==> src/rtl/lane_mul_sequencer.sv <==
// ---------------------------------------------------------------------------
// lane_mul_sequencer
//
// Time-multiplexed lane scaler. Holds N lanes of W bits. Every accepted input
// word is shifted into lane 0 (lane N-1 falls off the end), then a sweep walks
// the lanes 0..N-1, one per cycle, replacing each lane with lane*K through a
// single shared multiplier. When the sweep is done, lane N-1 is offered
// downstream on a valid/ready handshake.
//
// Optional feature (compile-time macro):
//   LANE_SEQ_SAT_EN  defined   -> a product >= 2^W saturates the lane to all-ones
//                    undefined -> the product wraps modulo 2^W
//
// Parameters:
//   W  lane / data width in bits
//   N  number of lanes (>= 2)
//   K  constant multiplier operand (unsigned, W bits)
//
// Ports:
//   clk        clock, all state updates on the rising edge
//   rst        asynchronous, active-high reset
//   in_data    input word
//   in_valid   input word is valid
//   in_ready   block can take an input word (only while idle)
//   out_data   lane N-1 after a completed sweep
//   out_valid  out_data is valid
//   out_ready  downstream takes out_data
//   busy       a sweep is running or a result is waiting
// ---------------------------------------------------------------------------
module lane_mul_sequencer #(
   parameter int unsigned W = 100,
   parameter int unsigned N = 10,
   parameter logic [W-1:0] K = W'(2)
) (
   input  logic         clk,
   input  logic         rst,
   input  logic [W-1:0] in_data,
   input  logic         in_valid,
   output logic         in_ready,
   output logic [W-1:0] out_data,
   output logic         out_valid,
   input  logic         out_ready,
   output logic         busy
);

   localparam int unsigned IDXW = (N > 1) ? $clog2(N) : 1;
   localparam logic [IDXW-1:0] LAST_IDX = IDXW'(N - 1);

   typedef enum logic [1:0] {
      IDLE  = 2'd0,
      SWEEP = 2'd1,
      OUT   = 2'd2
   } state_t;

   state_t          state_q, state_d;
   logic [IDXW-1:0] laneIdx_q, laneIdx_d;
   logic [W-1:0]    lanes_q [N];
   logic [W-1:0]    lanes_d [N];

   logic [W-1:0]    mulOperand;
   logic [W-1:0]    scaledLane;

   // The one shared multiplier: its operand mux picks the lane the sweep
   // counter is pointing at.
   assign mulOperand = lanes_q[laneIdx_q];

`ifdef LANE_SEQ_SAT_EN
   // Full double-width product so any overflow above bit W-1 is visible and
   // can clamp the lane to all-ones.
   logic [2*W-1:0] mulProduct;
   assign mulProduct = {{W{1'b0}}, mulOperand} * {{W{1'b0}}, K};
   assign scaledLane = (|mulProduct[2*W-1:W]) ? {W{1'b1}} : mulProduct[W-1:0];
`else
   // Wrap-around: only the low W bits of the product are kept, so a W-bit
   // product is all that is needed.
   logic [W-1:0] mulProduct;
   assign mulProduct = mulOperand * K;
   assign scaledLane = mulProduct;
`endif

   // State, sweep counter and lane storage. Reset clears everything, which
   // also throws away a sweep in progress or a result still waiting to leave.
   always_ff @(posedge clk or posedge rst) begin
      if (rst) begin
         state_q   <= IDLE;
         laneIdx_q <= '0;
         for (int i = 0; i < N; i++) begin
            lanes_q[i] <= '0;
         end
      end else begin
         state_q   <= state_d;
         laneIdx_q <= laneIdx_d;
         for (int i = 0; i < N; i++) begin
            lanes_q[i] <= lanes_d[i];
         end
      end
   end

   // Next-state logic. IDLE shifts a new word in and arms the sweep, SWEEP
   // scales one lane per cycle in ascending order, OUT holds everything
   // still until the result is taken.
   always_comb begin
      state_d   = state_q;
      laneIdx_d = laneIdx_q;
      for (int i = 0; i < N; i++) begin
         lanes_d[i] = lanes_q[i];
      end

      case (state_q)
         IDLE: begin
            if (in_valid) begin
               for (int i = 1; i < N; i++) begin
                  lanes_d[i] = lanes_q[i-1];
               end
               lanes_d[0] = in_data;
               laneIdx_d  = '0;
               state_d    = SWEEP;
            end
         end

         SWEEP: begin
            lanes_d[laneIdx_q] = scaledLane;
            if (laneIdx_q == LAST_IDX) begin
               state_d = OUT;
            end else begin
               laneIdx_d = laneIdx_q + IDXW'(1);
            end
         end

         OUT: begin
            if (out_ready) begin
               state_d = IDLE;
            end
         end

         default: begin
            state_d = IDLE;
         end
      endcase
   end

   // Handshake outputs come straight from the state, so in_ready and
   // out_valid can never be high together.
   assign in_ready  = (state_q == IDLE);
   assign out_valid = (state_q == OUT);
   assign busy      = (state_q == SWEEP) || (state_q == OUT);
   assign out_data  = lanes_q[N-1];

endmodule

==> config.mk <==
export PLATFORM = sky130hd
export DESIGN_NAME = lane_mul_sequencer
export DESIGN_NICKNAME = d
export VERILOG_FILES = /design/src/rtl/lane_mul_sequencer.sv
export SDC_FILE = /design/constraint.sdc
export NUM_CORES = 2
export LEC_CHECK = 0
export ABC_AREA = 1
export CAP_MARGIN = 5
export CORE_MARGIN = 2
export CORE_UTILIZATION = 51
export DETAILED_ROUTE_END_ITERATION = 8
export DONT_BUFFER_PORTS = 1
export HOLD_SLACK_MARGIN = 0.03
export PLACE_DENSITY = 0.66
export SYNTH_ARGS = -nofsm -noshare
export SYNTH_HDL_FRONTEND = slang
export SYNTH_SLANG_ARGS = --single-unit
==> constraint.sdc <==
create_clock -name clk -period 62.1 [get_ports clk]
set_clock_uncertainty 0.05 [all_clocks]
set_input_delay 12.42 -clock clk [delete_from_list [all_inputs] [get_ports clk]]
set_output_delay 12.42 -clock clk [all_outputs]
set_load 0.02 [all_outputs]
==> results.yml <==
status:
  outcome: "completed"
sta:
  timing_hold_violations_final: 0
  max_slew_margin: 0.127
  maxSlewViolCount: 0
  rsz0062_at_grt: "no"
  clock.fmax_mhz: 64.5
  worst_slack_ns: 46.60
  tns_ns: 0
  finalSetupViolations: 0
  period_needed_ns: 15.50
  tightestPinTransition_ns: 1.31
  timing.hold.ws_ns: 0.477
  finalCritPeriodShare: 0.250
placed_design:
  dp_slack_ns: 45.67
  placed_cell_area_um2: 57400
  gp_congestion: 0.811
  portBuffers: 0
  placed_cells: 9526
  hpwl_um: 105000
route:
  wl_per_cell_um: 21.9
  viasPerCell: 5.88
  via_count: 57300
  firstDrtPassIters: 6
  ant_nets: 0
  wl_um: 213000
  drcViolationCount: 0
  drt_iter0_markers: 6950
pwr:
  powerDensity_nw_per_um2: 69.4
  internal-power_mw: 2.03
  power_frac_comb: 0.519
  p_sw_mw: 2.21
  seq_power_share: 0.319
  leakagePower_nw: 28.8
  p_total_mw: 4.24
  p_sw_frac: 0.521
  p_clk_frac: 0.162
  peakVddDrop_mv: 0.104
clock_network:
  worstSkewPairLatency_ns: 0.72
  cts_root_buf: "clkbuf_16"
  numCtsBuffers: 114
  hold_buffers: 0
  cts.sink_count: 1006
  cts_buffer_depth: 3
  cts_resized: 0
  tritoncts: "yes"
  htree_levels: 3
  clk_pin_slew_ns: 0.06
  post-cts-setup-buffers: 0
finish:
  n_fill_cell: 11000
  fin_cells: 9740
  final_design_area_no_fill_um2: 61100
  drive_gt1_frac: 0.0390
  nNetsFinal: 8253
  syn_to_final_growth_pct: 5.57
  fin_util: 0.543
synth:
  synth_top_family_by_area: "simple AND/OR/NAND/NOR gates"
  synth_mux_area_frac: 0
  syn_avg_cell_area_um2: 6.70
  yosysWarnings: 0
  synth_seq_cells: 1006
  synth-xor-area-share: 0
  netlist_instances: 8644
  synthSimpleGateAreaFrac: 0.281
  ys_seq_area_frac: 0.435
  synth-compound-area-share: 0.173
  syn_nets: 8755
  yosys.area_share.adder: 0.00151
  synth.distinct_cells: 22
  synth_area_um2: 57900
grt:
  grt_most_used_layer: "met2"
  grt_max_degree: 197
  overflow: 0
  grt.met1_usage: 0.492
  grt_pass1_vias: 54200
  grt_pass1_wl_um: 328000
  antenna_found_initial: 13
  grt_util_all_layers: 0.361
  met3_usage: 0.0751
  gr-usage-met2: 0.574
critical_path:
  critPathMostFrequentCell: "buf_4"
  crit_family: "buffers and inverters"
  endpoint_kind: "async pin"
  critPathMaxFanout: 110
  max_stage_delay_ns: 0.81
  cp-start-kind: "input pin"
  path_cells: "inv_8, buf_4, buf_4, buf_4, buf_4"
  worstPathBufferInverterCount: 5
  crit_path_top_delay_cell: "buf_4"
  required_ns: 62.81
  arrival_ns: 16.21
  path_class: "input pin to async pin"
die:
  core_area_um2: 112000
  io_pins: 207
  die_w_um: 341
  die-area_um2: 116000
  rows: 123
  die_h_um: 341
  start_util: 0.515
min_path:
  min_path_type: "register to register"
flow_run:
  drv_cap: 0
==> cell usage after synthesis <==
master    count  area share
buf_2       205       0.018
o21ai_2       1     0.00015
nand4_1       1     0.00011
nand3_2      20      0.0035
nor2_4        4     0.00078
nand2_2       9     0.00097
nor2_2        8     0.00086
dfrtp_1    1006        0.43
nor2_1      991       0.064
ha_1          7      0.0015
buf_1        28      0.0018
o22ai_1       8     0.00086
o21ai_0       8     0.00069
inv_2        12     0.00078
buf_6         1     0.00019
inv_1       802       0.052
a21oi_1    1982        0.17
nand2_1    2600        0.17
clkbuf_1    358       0.023
nand3_1     482       0.042
buf_4       110       0.014
o221ai_1      1     0.00015
==> sequential cells by signal, summed over array words and instances, names as in the netlist <==
name       count
state_q        2
laneIdx_q      4
out_data     100
lanes_q      900
==> tightest hold or removal path: cells and delay by family, from the launching register on <==
kind / cells / cell delay (ns)
simple gates: 1 / 0.06
flops: 1 / 0.38
compound gates: 1 / 0.06
==> path summary, 6_finish.rpt <==
| kind | slack [ns] | startpoint | end | cells after the start |
|---|---|---|---|---|
| max | 46.60 | rst | lanes_q[223] | 5 |
| min | 0.48 | state_q[1] | state_q[1] | 2 |
| max reg2reg | 56.34 | laneIdx_q[0] | lanes_q[623] | 10 |
| min reg2reg | 0.48 | state_q[1] | state_q[1] | 2 |
| max in group clk | 46.75 | in_valid | lanes_q[623] | 8 |
| min in group asynchronous | 11.65 | rst | lanes_q[486] | 1 |
==> layer usage <==
metal,part of all wire,up-vias
li1,-,26200
met1,0.40,27400
met2,0.45,3127
met3,0.12,515
met4,0.031,14
met5,0.00038,-
==> power groups by stage <==
stage	clock, mW	sequential (mW)	combinational, mW
CTS	0.693	1.35	2.16
global route	0.721	1.40	2.42
global placement	0	1.35	2.10
detailed placement	0	1.36	2.15
floorplan	0	1.22	1.64
finish	0.689	1.35	2.20
==> layout make-up <==
type	count	area, um^2	area share
sequential	1006	25200	0.412
timing repair buffer	84	706	0.0115
multi-input combinational	6122	26500	0.433
tap	1500	1880	0.0307
inverter	814	3130	0.0512
antenna	5	12.5	0.000205
clock buffer	181	3490	0.0571
clock inverter	28	269	0.00440
==> cell usage in the layout, fill, tap and decap left out <==
cell | Yosys | final
nand2_1 | 2600 | 2597
a21oi_1 | 1982 | 1982
dfrtp_1 | 1006 | 1004
nor2_1 | 991 | 991
inv_1 | 802 | 799
nand3_1 | 482 | 482
clkbuf_16 | 0 | 119
buf_4 | 110 | 78
clkbuf_1 | 358 | 34
clkbuf_8 | 0 | 28
clkinv_2 | 0 | 23
nand3_2 | 20 | 20
nor2_4 | 4 | 12
nand2_4 | 0 | 10
inv_6 | 0 | 9
o22ai_1 | 8 | 8
o21ai_0 | 8 | 8
ha_1 | 7 | 7
buf_12 | 0 | 6
diode_2 | 0 | 5
bufinv_16 | 0 | 5
inv_8 | 0 | 4
nand2_2 | 9 | 2
inv_4 | 0 | 2
dfrtp_4 | 0 | 2
o21ai_2 | 1 | 1
nand4_1 | 1 | 1
o221ai_1 | 1 | 1
==> cells by family (layout without fill, tap and decap cells) <==
logic type | Yosys count | in the layout
AND/OR/NAND/NOR | 4115 | 4115
AO/OA/AOI/OAI | 2000 | 2000
adder cells (fa/ha/maj) | 7 | 7
other | 0 | 5
flip-flops | 1006 | 1006
buffers and inverters | 1516 | 1107
No activity file was read; power rests on OpenSTA's default activity.
